`src/rtl/i2c_arbiter_if.sv`:
```
// Requester and transaction-engine signals of the I2C arbiter, bundled for port connection.
// The master modport is the arbiter's view; slave is the view of whatever drives it.
interface i2c_arbiter_if #(
  parameter int NUM_REQ = 3
);
  logic [NUM_REQ-1:0]   i_req;
  logic [NUM_REQ-1:0]   i_we;
  logic [7*NUM_REQ-1:0] i_addr;
  logic [8*NUM_REQ-1:0] i_reg;
  logic [8*NUM_REQ-1:0] i_wdata;
  logic [NUM_REQ-1:0]   o_grant;
  logic [NUM_REQ-1:0]   o_ack;
  logic                 o_err;
  logic [7:0]           o_rdata;
  logic                 o_busy;
  logic                 o_begin;
  logic                 o_writeEnable;
  logic [6:0]           o_i2cAddress;
  logic [7:0]           o_regAddress;
  logic [7:0]           o_txData;
  logic [7:0]           i_rxData;
  logic                 i_done;

  modport master (
    input  i_req, i_we, i_addr, i_reg, i_wdata, i_rxData, i_done,
    output o_grant, o_ack, o_err, o_rdata, o_busy, o_begin,
           o_writeEnable, o_i2cAddress, o_regAddress, o_txData
  );

  modport slave (
    output i_req, i_we, i_addr, i_reg, i_wdata, i_rxData, i_done,
    input  o_grant, o_ack, o_err, o_rdata, o_busy, o_begin,
           o_writeEnable, o_i2cAddress, o_regAddress, o_txData
  );
endinterface

```
`src/rtl/i2c_arbiter.sv`:
```
// Round-robin arbiter sharing one single-byte I2C transaction engine between NUM_REQ requesters,
// with a watchdog that ends a hung transaction with an error acknowledge.
//   state | meaning
//   IDLE  | no transaction; pick next requester round-robin from ptr
//   WAIT  | command latched, begin held high until done or timeout
//   RESP  | one-cycle ack (with err) to the granted requester
module i2c_arbiter #(
  parameter int NUM_REQ        = 3,
  parameter int TIMEOUT_CYCLES = 65535
) (
  input logic           i_clk,
  input logic           i_rst_n,
  i2c_arbiter_if.master bus
);
  localparam int PW  = $clog2(NUM_REQ);
  localparam int PW1 = PW + 1;
  localparam int CW  = $clog2(TIMEOUT_CYCLES + 1);
  localparam logic [PW:0]   NUM_REQ_W = PW1'(NUM_REQ);
  localparam logic [PW-1:0] LAST_IDX  = PW'(NUM_REQ - 1);
  localparam logic [CW-1:0] TERM_CNT  = CW'(TIMEOUT_CYCLES - 1);

  typedef enum logic [1:0] {IDLE, WAIT, RESP} state_t;

  state_t               state, stateNext;
  logic [PW-1:0]        ptr, ptrNext, grantIdx, grantIdxNext, pickIdx;
  logic [PW:0]          cand;
  logic                 found;
  logic [CW-1:0]        cnt, cntNext;
  logic [NUM_REQ-1:0]   grantQ, grantNext, ackQ, ackNext;
  logic                 errQ, errNext, busyQ, busyNext, beginQ, beginNext, weQ, weNext;
  logic [7:0]           rdataQ, rdataNext, regQ, regNext, txQ, txNext;
  logic [6:0]           addrQ, addrNext;

  // First set request at or above ptr, wrapping modulo NUM_REQ.
  always_comb begin
    found   = 1'b0;
    pickIdx = '0;
    cand    = '0;
    for (int i = 0; i < NUM_REQ; i++) begin
      cand = {1'b0, ptr} + PW1'(i);
      if (cand >= NUM_REQ_W) cand = cand - NUM_REQ_W;
      if (!found && bus.i_req[cand[PW-1:0]]) begin
        found   = 1'b1;
        pickIdx = cand[PW-1:0];
      end
    end
  end

  always_comb begin
    stateNext    = state;
    ptrNext      = ptr;
    grantIdxNext = grantIdx;
    cntNext      = cnt;
    grantNext    = grantQ;
    ackNext      = ackQ;
    errNext      = errQ;
    rdataNext    = rdataQ;
    busyNext     = busyQ;
    beginNext    = beginQ;
    weNext       = weQ;
    addrNext     = addrQ;
    regNext      = regQ;
    txNext       = txQ;
    case (state)
      IDLE: begin
        if (found) begin
          grantNext          = '0;
          grantNext[pickIdx] = 1'b1;
          grantIdxNext       = pickIdx;
          weNext             = bus.i_we[pickIdx];
          addrNext           = bus.i_addr[int'(pickIdx)*7 +: 7];
          regNext            = bus.i_reg[int'(pickIdx)*8 +: 8];
          txNext             = bus.i_wdata[int'(pickIdx)*8 +: 8];
          beginNext          = 1'b1;
          busyNext           = 1'b1;
          cntNext            = '0;
          stateNext          = WAIT;
        end
      end
      WAIT: begin
        cntNext = cnt + 1'b1;
        // Begin drops on the done edge so the engine is back in idle with begin low.
        if (bus.i_done) begin
          beginNext = 1'b0;
          rdataNext = bus.i_rxData;
          errNext   = 1'b0;
          ackNext   = grantQ;
          stateNext = RESP;
        end else if (cnt == TERM_CNT) begin
          beginNext = 1'b0;
          errNext   = 1'b1;
          ackNext   = grantQ;
          stateNext = RESP;
        end
      end
      RESP: begin
        ackNext   = '0;
        grantNext = '0;
        errNext   = 1'b0;
        busyNext  = 1'b0;
        ptrNext   = (grantIdx == LAST_IDX) ? '0 : grantIdx + 1'b1;
        stateNext = IDLE;
      end
      default: stateNext = IDLE;
    endcase
  end

  always_ff @(posedge i_clk or negedge i_rst_n) begin
    if (!i_rst_n) begin
      state    <= IDLE;
      ptr      <= '0;
      grantIdx <= '0;
      cnt      <= '0;
      grantQ   <= '0;
      ackQ     <= '0;
      errQ     <= 1'b0;
      rdataQ   <= '0;
      busyQ    <= 1'b0;
      beginQ   <= 1'b0;
      weQ      <= 1'b0;
      addrQ    <= '0;
      regQ     <= '0;
      txQ      <= '0;
    end else begin
      state    <= stateNext;
      ptr      <= ptrNext;
      grantIdx <= grantIdxNext;
      cnt      <= cntNext;
      grantQ   <= grantNext;
      ackQ     <= ackNext;
      errQ     <= errNext;
      rdataQ   <= rdataNext;
      busyQ    <= busyNext;
      beginQ   <= beginNext;
      weQ      <= weNext;
      addrQ    <= addrNext;
      regQ     <= regNext;
      txQ      <= txNext;
    end
  end

  assign bus.o_grant       = grantQ;
  assign bus.o_ack         = ackQ;
  assign bus.o_err         = errQ;
  assign bus.o_rdata       = rdataQ;
  assign bus.o_busy        = busyQ;
  assign bus.o_begin       = beginQ;
  assign bus.o_writeEnable = weQ;
  assign bus.o_i2cAddress  = addrQ;
  assign bus.o_regAddress  = regQ;
  assign bus.o_txData      = txQ;
endmodule

```
`src/flat_wrapper.sv`:
```
// flat-port wrapper written by rule: the top's interface ports become plain ports
module i2c_arbiter_flat 
#(
  parameter int NUM_REQ        = 3,
  parameter int TIMEOUT_CYCLES = 65535
)
  (i_clk, i_rst_n, bus_i_req, bus_i_we, bus_i_addr, bus_i_reg, bus_i_wdata, bus_i_rxData, bus_i_done, bus_o_grant, bus_o_ack, bus_o_err, bus_o_rdata, bus_o_busy, bus_o_begin, bus_o_writeEnable, bus_o_i2cAddress, bus_o_regAddress, bus_o_txData);
  i2c_arbiter_if #(.NUM_REQ(NUM_REQ)) bus_i ();
  input logic i_clk;
  input logic i_rst_n;
  input wire logic [$bits(bus_i.i_req)-1:0] bus_i_req;
  input wire logic [$bits(bus_i.i_we)-1:0] bus_i_we;
  input wire logic [$bits(bus_i.i_addr)-1:0] bus_i_addr;
  input wire logic [$bits(bus_i.i_reg)-1:0] bus_i_reg;
  input wire logic [$bits(bus_i.i_wdata)-1:0] bus_i_wdata;
  input wire logic [$bits(bus_i.i_rxData)-1:0] bus_i_rxData;
  input wire logic [$bits(bus_i.i_done)-1:0] bus_i_done;
  output wire logic [$bits(bus_i.o_grant)-1:0] bus_o_grant;
  output wire logic [$bits(bus_i.o_ack)-1:0] bus_o_ack;
  output wire logic [$bits(bus_i.o_err)-1:0] bus_o_err;
  output wire logic [$bits(bus_i.o_rdata)-1:0] bus_o_rdata;
  output wire logic [$bits(bus_i.o_busy)-1:0] bus_o_busy;
  output wire logic [$bits(bus_i.o_begin)-1:0] bus_o_begin;
  output wire logic [$bits(bus_i.o_writeEnable)-1:0] bus_o_writeEnable;
  output wire logic [$bits(bus_i.o_i2cAddress)-1:0] bus_o_i2cAddress;
  output wire logic [$bits(bus_i.o_regAddress)-1:0] bus_o_regAddress;
  output wire logic [$bits(bus_i.o_txData)-1:0] bus_o_txData;
  assign bus_i.i_req = bus_i_req;
  assign bus_i.i_we = bus_i_we;
  assign bus_i.i_addr = bus_i_addr;
  assign bus_i.i_reg = bus_i_reg;
  assign bus_i.i_wdata = bus_i_wdata;
  assign bus_i.i_rxData = bus_i_rxData;
  assign bus_i.i_done = bus_i_done;
  assign bus_o_grant = bus_i.o_grant;
  assign bus_o_ack = bus_i.o_ack;
  assign bus_o_err = bus_i.o_err;
  assign bus_o_rdata = bus_i.o_rdata;
  assign bus_o_busy = bus_i.o_busy;
  assign bus_o_begin = bus_i.o_begin;
  assign bus_o_writeEnable = bus_i.o_writeEnable;
  assign bus_o_i2cAddress = bus_i.o_i2cAddress;
  assign bus_o_regAddress = bus_i.o_regAddress;
  assign bus_o_txData = bus_i.o_txData;
  i2c_arbiter #(.NUM_REQ(NUM_REQ), .TIMEOUT_CYCLES(TIMEOUT_CYCLES)) u_core (.i_clk(i_clk), .i_rst_n(i_rst_n), .bus(bus_i));
endmodule
```
`config.mk`:
```
export PLATFORM = sky130hd
export DESIGN_NAME = i2c_arbiter_flat
export DESIGN_NICKNAME = d
export VERILOG_FILES = /design/src/rtl/i2c_arbiter_if.sv /design/src/rtl/i2c_arbiter.sv /design/src/flat_wrapper.sv
export SDC_FILE = /design/constraint.sdc
export NUM_CORES = 1
export LEC_CHECK = 0
export ABC_AREA = 1
export CAP_MARGIN = 0
export CORE_UTILIZATION = 40
export DETAILED_ROUTE_END_ITERATION = 16
export PLACE_DENSITY_LB_ADDON = 0.08
export SYNTH_ARGS = -nofsm -noshare
export SYNTH_HDL_FRONTEND = slang
export SYNTH_SLANG_ARGS = --single-unit
```
`constraint.sdc`:
```
create_clock -name i_clk -period 4 [get_ports i_clk]
set_input_delay 0.6 -clock i_clk [delete_from_list [all_inputs] [get_ports i_clk]]
set_output_delay 0.6 -clock i_clk [all_outputs]
set_load 0.03 [all_outputs]
```
# --- Word level (Yosys, flattened, before mapping) ---
# Cells that the tools add are included.
word_totals:
  regBits: 63
  inputBits: 86
  output_inout_bits: 41
  word_cells: 94
classes:
  addsub: 7
  n_mul: 1
  magnitude_cmp: 8
  eq_ne: 6
  shift: 3
  n_mux: 39
  reduce_logical: 16
ops:
  columns: ["cell", "count"]
  rows:
  - ["indexed part select 24 x 6 -> 8 bit", 2]
  - ["case mux 16 bit (2 select lines)", 1]
  - ["indexed part select 21 x 32 -> 7 bit", 1]
  - ["two-way mux 2 bit", 10]
  - ["adder 16 x 1 -> 16 bit, second input constant", 1]
  - ["== test 16 bit, second input constant", 1]
  - ["two-way mux 16 bit", 1]
  - ["two-way mux 1 bit", 13]
  - ["less-than comparator 2 x 3 -> 1 bit, second input constant", 4]
  - ["case mux 3 bit (2 select lines)", 2]
  - ["AND reduction 2 bit", 6]
  - ["two-way mux 3 bit", 3]
  - ["binary-select mux 1 bit (select 2 bit)", 4]
  - ["greater-or-equal comparator 3 x 2 -> 1 bit, second input constant", 2]
  - ["case mux 1 bit (2 select lines)", 3]
  - ["nonzero test 2 bit", 3]
  - ["subtractor 2 bit, second input constant", 3]
  - ["multiplier 2 x 3 -> 5 bit, second input constant", 1]
  - ["== test 2 bit, second input constant", 2]
  - ["case mux 2 bit (2 select lines)", 1]
  - ["adder 2 x 1 -> 3 bit, second input constant", 1]
  - ["adder 2 x 2 -> 3 bit, second input constant", 1]
  - ["logical AND 1 bit", 3]
  - ["inequality test 3 x 2 -> 1 bit, second input constant", 1]
  - ["9 further kinds", 10]

# --- Depth between registers and ports, before layout ---
depth:
  ltp_word: 17
  depth_mapped: 16
  depth_no_buf: 14

# --- Worst setup path before layout ---
# No wires, ideal clock.
synth_path:
  path_type: "register to register"
  start: "reg u_core.ptr[0]"
  end: "reg u_core.addrQ[0], in the netlist u_core.bus.o_i2cAddress[0]"
  setup_time_ns: 0.121
  arrival_ns: 1.818
  t_required_ns: 3.879
  path_slack_ns: 2.061
  stages_incl_launch_ff: 16
  path_buffers: 3
  period_less_slack_ns: 1.939
  path_cell_list: "dfrtp_1 > inv_1 > ha_1 > buf_4 > nand2_1 > nand3_1 > nand2_1 > nand2_2 > nor2_2 > nand2_1 > nand2_1 > buf_6 > buf_8 > nand2_2 > o211ai_2 > nand2_1"
synth_between:
  elab_chain_len: 13
  elab_cells_between_ends: 30
  cone_classes: "5 x add/sub; 1 x mul; 3 x order compare; 1 x shift; 15 x mux; 5 x reduce/logical"
synth_rtl:
  columns: ["element", "line", "source"]
  rows:
  - ["start: declaration", "i2c_arbiter.sv:25", "logic [PW-1:0] ptr, ptrNext, grantIdx, grantIdxNext, pickIdx;"]
  - ["start signal: assignment", "i2c_arbiter.sv:126", "ptr <= ptrNext;"]
  - ["branches (longest 13 deep; another with multiplier 2 x 3 -> 5 bit)", null, null]
  - ["end signal: assignment", "i2c_arbiter.sv:136", "addrQ <= addrNext;"]
  - ["end: declaration", "i2c_arbiter.sv:32", "logic [6:0] addrQ, addrNext;"]
# Several ways; the timed one is not identified. The select of a mux whose other input is x is not followed.
# A chain may end at the register's enable or synchronous reset.

# --- Final worst setup path ---
layout_path:
  start: "reg u_core.ptr[0]"
  end: "reg u_core.addrQ[6], in the netlist u_core.bus.o_i2cAddress[6]"
# The elaborated chain is that of the path after synthesis.

==> results.txt <==
Clock Root Buffer -> clkbuf_8
IO Pins -> 127
H-Tree Depth -> 3
Slew Limit Headroom -> 0.400
GRT Total Usage -> 0.222
Non-filler cells, final -> 747
Avg WL per Cell -> 14.0 um
Post-CTS sizing -> 0
Synth Instances -> 493
Port bufs -> 126
CTS Buf Count -> 9
Comb power frac -> 0.604
Vias in the first global route -> 3708
Part of the power in registers -> 0.238
Final-report setup violation count -> 0
CTS Sinks -> 63
Setup slack at placement -> 0.795 ns
Synth unique cells -> 33
Max Clk Rate -> 332 MHz
Setup slack after layout -> 0.984 ns
Clk buf depth -> 2
Initial DRT Pass Iterations -> 5
Clock Skews -> 0.0154 ns
Share of the synthesized area in the top cell type -> 0.411
Clock transition at path regs -> 0.07 ns
Die Ht -> 99.9 um
Worst-Margin Slew -> 0.897 ns
Placed cell count -> 731
Hold Path Class -> in2async
Post-CTS Setup Bufs -> 0
Crit path arrival time -> 3.24 ns
Routed wire length -> 10400 um
Via density per instance -> 4.86
Min Hold Slack -> 0.341 ns
Crit share post-route -> 0.754
Worst EP required -> 4.23 ns
# nets final -> 710
Setup TNS -> 0 ns
Max-Cap Viols -> 0
Pins Over Slew Limit -> 0
CP max FO -> 38
Top cells by area, synth -> dfrtp_1 41%, nand2_1 11%, inv_1 6.9%, nand3_1 6.0%, a21oi_1 5.4%
Initial DRC Count -> 139
CTS tree -> done
Initial antenna violation count -> 0
# rows -> 35
Die width -> 99.9 um
Total congestion overflow -> 0
Clock latency on the worst-skew pair -> 0.35 ns
Inserted Diodes -> 0
Top_reg_cell synth -> dfrtp_1
Peak supply drop -> 0.401 mV
First-pass GRT wire length -> 17400 um
Core box area -> 9240 um2
Net switching power -> 2080 uW
Largest net degree at the start of global routing -> 39
Final Hold Vio Count -> 0
Starting density of the core -> 0.415
Final weighted congestion of routability-driven global placement -> 0.878
Dpl hpwl -> 7500 um
Synthesis warning total -> 0
Min cycle time layout -> 3.02 ns
Status -> finished clean
Worst Path Class, Setup -> reg2reg
Internal power -> 2250 uW
Clock power frac -> 0.157
Synth Net Count -> 590
# hold bufs at CTS -> 0
Crit end category -> register
EDFF count, synth -> 0
Synth top cells by count -> 114 x nand2_1, 70 x inv_1, 63 x dfrtp_1
Net Sw Frac -> 0.481
Setup repair after global routing missed its margin -> false
Most area-hungry cell type in the Yosys netlist -> dfrtp_1
Critical path launch point type -> register
Area grow syn2layout -> 39.6%
Leakage -> 0.00250 uW
Ys async rst share -> 1.00
Syn Area/Cell -> 7.77 um2
DRC -> 0
Pwr dens -> 810 nW/um2
Sequential cell area fraction in the yosys report -> 0.411
Via count -> 3629
Die area -> 9980 um2
Post-Syn Area -> 3830 um2
Number of synthesized register bits -> 63
Ratio of cells with drive above 1 in the final layout -> 0.100
Most common cell in the netlist -> nand2_1
# fillers -> 869
Routed Antenna Nets -> 0
layer usage:
layer | wire, um | part of all wire | track usage | vias to the layer above
met4 | 156 | 0.015 | 0.0656 | 0
met3 | 707 | 0.068 | 0.0682 | 12
met5 | 0 | 0 | 0 | -
met1 | 4710 | 0.45 | 0.285 | 1669
met2 | 4860 | 0.47 | 0.360 | 121
li1 | - | - | - | 1827
state kept, by name (all words and copies together) (netlist names):
register,cells
u_core.cnt,16
u_core.bus.o_rdata,8
u_core.bus.o_regAddress,8
u_core.bus.o_txData,8
u_core.bus.o_i2cAddress,7
u_core.bus.o_ack,3
u_core.bus.o_grant,3
u_core.grantIdx,2
u_core.ptr,2
u_core.state,2
u_core.bus.o_begin,1
u_core.bus.o_busy,1
u_core.bus.o_err,1
u_core.bus.o_writeEnable,1
area by class of cell:
class / instances / area [um2] / share of cell area
Clock buffer: 13 / 149 / 0.0278
Clock inverter: 3 / 90.1 / 0.0168
Inverter: 75 / 282 / 0.0526
Multi-Input combinational cell: 336 / 1820 / 0.340
Sequential cell: 63 / 1580 / 0.295
Tap cell: 129 / 161 / 0.0302
Timing Repair Buffer: 128 / 1270 / 0.238
worst max-delay path, stage by stage (launching register included):
cell and delay (ns):
dfrtp_1 0.37, inv_1 0.09, ha_1 0.47, inv_2 0.06, nand2_1 0.06, nand3_1 0.07
nand2_1 0.14, nand2_2 0.07, nor2_2 0.09, nand2_1 0.32, nand2_2 0.81, nand2_1 0.16
o211ai_2 0.11, nand2_1 0.08
stage by stage:
stage / instance area (um2) / total power, uW / utilization
after global routing: 5350 / 4670 / 0.579
after detailed placement: 5110 / 3670 / 0.553
after floorplan: 3830 / 2970 / -
final: 5350 / 4330 / 0.579
after global placement: 5110 / 3620 / 0.553
after CTS: 5350 / 4370 / 0.579
kinds of logic after synthesis:
logic type,synth area share
buf+inv,0.114
simple gates,0.266
flops,0.411
xor+xnor,0.0114
mux,0.0235
compound gates,0.138
fa+ha+maj,0.0359
cell usage in the layout, fill, tap and decap left out, drive strengths merged, types with 8 or more instances in the layout:
master / netlist / final
a21oi: 41 / 41
clkbuf: 1 / 13
clkdlybuf4s50: 0 / 125
dfrtp: 63 / 63
ha: 11 / 11
inv: 75 / 75
mux2: 8 / 8
nand2: 125 / 125
nand3: 48 / 48
nand4: 9 / 9
nor2: 41 / 41
o211ai: 13 / 13
o21ai: 18 / 18
final timing paths:
check / from / end / slack (ns) / depth (start not counted)
worst max register to register: u_core.ptr[0] / u_core.bus.o_i2cAddress[6] / 0.98 / 13
worst min register to register: u_core.bus.o_begin / u_core.bus.o_begin / 0.47 / 2
worst min-delay path: i_rst_n / u_core.ptr[1] / 0.34 / 1
worst max-delay path: u_core.ptr[0] / u_core.bus.o_i2cAddress[6] / 0.98 / 13
min in group i_clk: u_core.bus.o_begin / u_core.bus.o_begin / 0.47 / 2
max in group asynchronous: i_rst_n / u_core.bus.o_grant[1] / 2.74 / 2
power by group through the flow:
stage / Combinational, uW / Clock [uW] / Sequential, uW
final: 2620 / 683 / 1030
after global routing: 2890 / 719 / 1060
after global placement: 2590 / 0 / 1030
after CTS: 2640 / 695 / 1030
after detailed placement: 2630 / 0 / 1040
after floorplan: 1560 / 0 / 1420
(Power assumes the default switching activity.)
==> RTL change 1 (same flow settings) <==
Make the reset (`i_rst_n`) synchronous in one clocked block.
--- a/src/rtl/i2c_arbiter.sv
+++ b/src/rtl/i2c_arbiter.sv
@@ -105,7 +105,7 @@
     endcase
   end
 
-  always_ff @(posedge i_clk or negedge i_rst_n) begin
+  always_ff @(posedge i_clk) begin
     if (!i_rst_n) begin
       state    <= IDLE;
       ptr      <= '0;
Formal check against the unedited RTL: differs if i_rst_n is asserted again (counterexample within 4 cycles, from zero or initial values and one cycle with i_rst_n low); with i_rst_n held inactive, the same outputs for 10 cycles.
==> RTL change 1 against the original RTL <==
- synthesized cell count up 16%
- critical path type unchanged
- sequential cell count did not move
- worst hold slack gained 0.12 ns
- largest cell class unchanged
- critical path depth is 2 lower
- worst setup slack improved by 0.18 ns
- highest routed layer unchanged
- area after synthesis decreased by 5.6%
- routed wire length increased by 1.7%
- design area shrank 5.8%
Power is not compared: it rests on default switching activity, and its combinational part moved more than twofold at a synthesized area within 25%.
==> RTL change 1: results (changes against the original RTL) <==
- The run finished with clean final reports.
- For this run, the leading register cell type out of synthesis is dfxtp_1.
- The maximum number of pins on one net before global-route repair is 34 (-13%).
- The number of iterations in the first detailed-routing pass is 4 (-1).
- Counting instances in the post-synthesis netlist gives the leading cell types as 147 x nand2_1, 103 x inv_1, 100 x nand3_1.
- The detailed placer's ending HPWL is 7620 microns (+1.6%).
- The post-synthesis mux area share came to 0 (-0.0235).
- The final worst hold slack is 0.463 ns (+0.121 ns).
- The adder-cell share of the synthesized area was 0.0208 (-0.0152).
- The number of global-route vias before repair was 3,794 (+2.3%).
- The number of DRC markers in iteration 0 is 142 (+2.2%).
- The total nets after synthesis is 662 (+12%).
- The fraction of registers with async set or reset after synthesis is 0 (-1.00).
- The combined global-route utilization of all metal layers was 0.227 (+0.00491).
- The count of antenna diodes in the layout is 1 (+1).
- The proportion of netlist area held by the largest area contributor is 0.349 (-0.0626).
- The proportion of layout cells with a drive suffix above 1 is 0.0394 (-0.0610).
- For this design, the slowest cell found on the critical path is nand4_2.
- The clock network latency to the later pin of the worst-skew pair is 0.33 ns (-0.02 ns).
- The clock tree skew after final layout is 0.00984 ns (-0.00554 ns).
- The endpoint of the most critical register-to-register path is u_core.bus.o_regAddress[4].
- The placement-stage worst setup slack is 1.01 ns (+0.218 ns).
- The placed cell area is 4870 sq um (-4.7%).
- The worst reg-to-reg path cell count is 11 (-2).
- The clock network contribution to total cell area was 0.0330 (-0.0117).
- Yosys attributes the largest share of cell area to dfxtp_1 35%, nand2_1 15%, nand3_1 14%.
- The highest cell delay on the worst timing path is 0.60 ns (-0.21 ns).
- The worst reg-to-reg setup slack is 1.16 ns (+0.18 ns).
- The sequential cell area fraction in the yosys report is 0.349 (-0.0626).
- The number of distinct standard cells referenced by the synthesized netlist is 29 (-12%).
- The area share of xor/xnor cells in the synthesized design is 0 (-0.0114).
- The filler-free cell count of the finished design is 795 (+6.4%).
- The final-layout non-clock buffer area share is 0.253 (+0.0156).
- The final net count is 776 (+9.3%).
- The layout multi-input combinational cell count is 374 (+11%).
- The path class of the tightest hold or removal check is reg2reg.
- The number of placement rows was 34 (-2.9%).
- The first-pass GRT wire length is 17,400 microns (+0.20%).
- The final estimated routing congestion in global placement is 0.898 (+2.3%).
RTL change 1: changes by cell type in the layout (fill, tap and decap cells not counted), moves of 23 or more:
cell	delta
nand2_1	+34
nand3_1	+54
inv_1	+33
nor2_1	-23
dfrtp_1	-63
dfxtp_1	+63
RTL change 1: cells by family after synthesis:
logic type,count (synthesis)
AO/OA/AOI/OAI,86
adder cells (fa/ha/maj),6
buffers and inverters,133
flip-flops,63
AND/OR/NAND/NOR,282
RTL change 1: critical path, delay by kind of cell (launching register included):
kind / cells / cell delay (ns)
DFF: 1 / 0.37
buffers and inverters: 2 / 0.19
and+or+nand+nor: 7 / 1.65
adders and majority gates: 1 / 0.42
AOI/OAI and AO/OA: 1 / 0.08
RTL change 1: routing by layer:
layer | wire length [microns] | part of all wire | vias up | track usage
met2 | 4900 | 0.46 | 142 | 0.377
met3 | 750 | 0.071 | 18 | 0.0691
li1 | - | - | 2032 | -
met5 | 0 | 0 | - | 0
met1 | 4710 | 0.44 | 1759 | 0.278
met4 | 233 | 0.022 | 0 | 0.0781
==> RTL change 2 (same settings) <==
Made on the original files. `NUM_REQ` is set to 3 in 3 places; all go to 2.
--- a/src/rtl/i2c_arbiter_if.sv
+++ b/src/rtl/i2c_arbiter_if.sv
@@ -1,7 +1,7 @@
 // Requester and transaction-engine signals of the I2C arbiter, bundled for port connection.
 // The master modport is the arbiter's view; slave is the view of whatever drives it.
 interface i2c_arbiter_if #(
-  parameter int NUM_REQ = 3
+  parameter int NUM_REQ = 2
 );
   logic [NUM_REQ-1:0]   i_req;
   logic [NUM_REQ-1:0]   i_we;
--- a/src/rtl/i2c_arbiter.sv
+++ b/src/rtl/i2c_arbiter.sv
@@ -5,7 +5,7 @@
 //   WAIT  | command latched, begin held high until done or timeout
 //   RESP  | one-cycle ack (with err) to the granted requester
 module i2c_arbiter #(
-  parameter int NUM_REQ        = 3,
+  parameter int NUM_REQ        = 2,
   parameter int TIMEOUT_CYCLES = 65535
 ) (
   input logic           i_clk,
--- a/src/flat_wrapper.sv
+++ b/src/flat_wrapper.sv
@@ -1,7 +1,7 @@
 // flat-port wrapper written by rule: the top's interface ports become plain ports
 module i2c_arbiter_flat 
 #(
-  parameter int NUM_REQ        = 3,
+  parameter int NUM_REQ        = 2,
   parameter int TIMEOUT_CYCLES = 65535
 )
   (i_clk, i_rst_n, bus_i_req, bus_i_we, bus_i_addr, bus_i_reg, bus_i_wdata, bus_i_rxData, bus_i_done, bus_o_grant, bus_o_ack, bus_o_err, bus_o_rdata, bus_o_busy, bus_o_begin, bus_o_writeEnable, bus_o_i2cAddress, bus_o_regAddress, bus_o_txData);
Ports: changed (7 resized); port bits go from 127 to 100. The function was not compared with the original's and may differ.
==> RTL change 2 against the original RTL <==
- sequential share of layout area increased by 6.3 points
- area after synthesis decreased by 24%
- final cell count fell by 26%
- sequential cell count decreased by 4
- power decreased by 30%
- first-iteration DRC count fell by 28%
- routed wire length decreased by 32%
- count of clock-buffer cells in the layout is 1 higher
- design area is 23% lower
- register-to-register slack better by 1.0 ns
- worst setup slack improved by 1.0 ns
- non-clock buffer count is 27 lower
- critical endpoint is now bus_o_i2cAddress[3]
==> RTL change 2: results (changes against the original RTL) <==
- The run finished with clean final reports.
- The final estimated routing congestion in global placement is 0.784 (-11%).
- The layout multi-input combinational cell count is 254 (-24%).
- The worst reg-to-reg setup slack came to 2.03 ns (+1.05 ns).
- The cell leakage power was 1.86 nW (-26%).
- The number of iterations in the first detailed-routing pass is 6 (+1).
- The highest cell delay on the worst timing path came to 0.70 ns (-0.11 ns).
- The largest driver fanout on the critical path is 2 (-95%).
- The number of filler cells placed in the layout is 649 (-25%).
- The biggest cell category by area in the final layout is flip-flops and latches.
- The via density per instance is 4.77 (-1.9%).
- The cell total after placement is 536 (-27%).
- The met1 layer wirelength in the final routing came to 3030 microns (-36%).
- The origin of the worst setup path is u_core.bus.o_i2cAddress[3].
- The detailed placer's ending HPWL is 5190 microns (-31%).
- The count of non-CTS buffers in the layout came to 101 (-21%).
- The endpoint identified for the worst register-to-register timing path is u_core.bus.o_grant[0].
- The clock share of power is 0.168 (+0.011).
- The total clock sinks is 59 (-6.3%).
- The final-layout clock buffer total came to 14 (+1).
- The critical path ends at bus_o_i2cAddress[3].
- The inserted tap cell count is 96 (-26%).
- The gate count after technology mapping is 352 (-29%).
- The placed cell area came to 3950 sq um (-23%).
- The total length of routed met2 wires came to 3370 microns (-31%).
- The number of input and output port buffers inserted is 99 (-21%).
- The total detailed-routing wirelength is 7050 microns (-32%).
- More flip-flops sit in one register than any other, and that register is u_core.cnt.
- The multi-input logic area is 1260 sq um (-31%).
- The first-pass GRT wire length is 11,900 microns (-32%).
- The worst ir drop on vdd was 0.348 mV (-13%).
- The clock network contribution to total cell area was 0.0436 (-0.00107).
- The met3 routed wirelength is 530 microns (-25%).
- By count the netlist is led by 107 x nand2_1, 60 x nor2_1, 59 x dfrtp_1.
- The sequential group power is 0.000964 W (-6%).
- The adder-cell share of the synthesized area is 0.0258 (-0.0101).
- The proportion of layout cells with a drive suffix above 1 is 0.0769 (-0.0234).
- The maximum number of pins on one net before global-route repair is 50 (+28%).
- The post-route minimum period is 2.00 ns (-1.02 ns).
- The final net count came to 518 (-27%).
- The final-layout non-clock buffer area share is 0.242 (+0.00458).
- The overall via count from detail_route is 2,627 (-28%).
- The pin slew with the least headroom to its limit came to 0.860 ns (-0.0372 ns).
- The area fraction in compound gates after synthesis is 0.0993 (-0.0385).
- The total nets after synthesis is 419 (-29%).
- The worst reg-to-reg path cell count is 6 (-7).
- The worst endpoint data arrival time is 1.40 ns (-1.84 ns).
- The post-synthesis mux area share is 0.0310 (+0.00745).
- The startpoint identified for the worst register-to-register timing path is u_core.state[0].
- The area of all placed cells without fillers is 4130 sq um (-23%).
- The number of DRC markers in iteration 0 is 100 (-28%).
- The cell sitting at the root of the clock tree is a clkbuf_8.
- The area share of xor/xnor cells in the synthesized design is 0.00301 (-0.00842).
- The sequential cell area was 1480 sq um (-6.3%).
- The combinational power share is 0.513 (-0.091).
## RTL change 2: cell count changes in the layout (fill, tap and decap cells not counted), sizes merged, moves of 6 or more
cell,delta
a21oi,-36
a31oi,+24
clkdlybuf4s50,-27
inv,-49
nand2,-17
nand3,-31
nand4,-6
nor2,+20
o211ai,-13
o21ai,-8
## RTL change 2: layer usage
layer  vias up  global-route usage
met1      1208               0.248
met5         -                   0
met4         0              0.0894
met3        10              0.0758
li1       1338                   -
met2        71               0.320
## RTL change 2: worst min path at each step
stage	start	end	slack (ns)	depth (start not counted)
floorplan	i_rst_n	u_core.bus.o_ack[0]	0.30	0
global placement	u_core.bus.o_begin	u_core.bus.o_begin	0.46	2
detailed placement	u_core.grantIdx	u_core.ptr	0.46	1
CTS	i_rst_n	u_core.cnt[3]	0.41	1
global route	i_rst_n	u_core.cnt[5]	0.45	1
finish	i_rst_n	u_core.cnt[5]	0.38	1
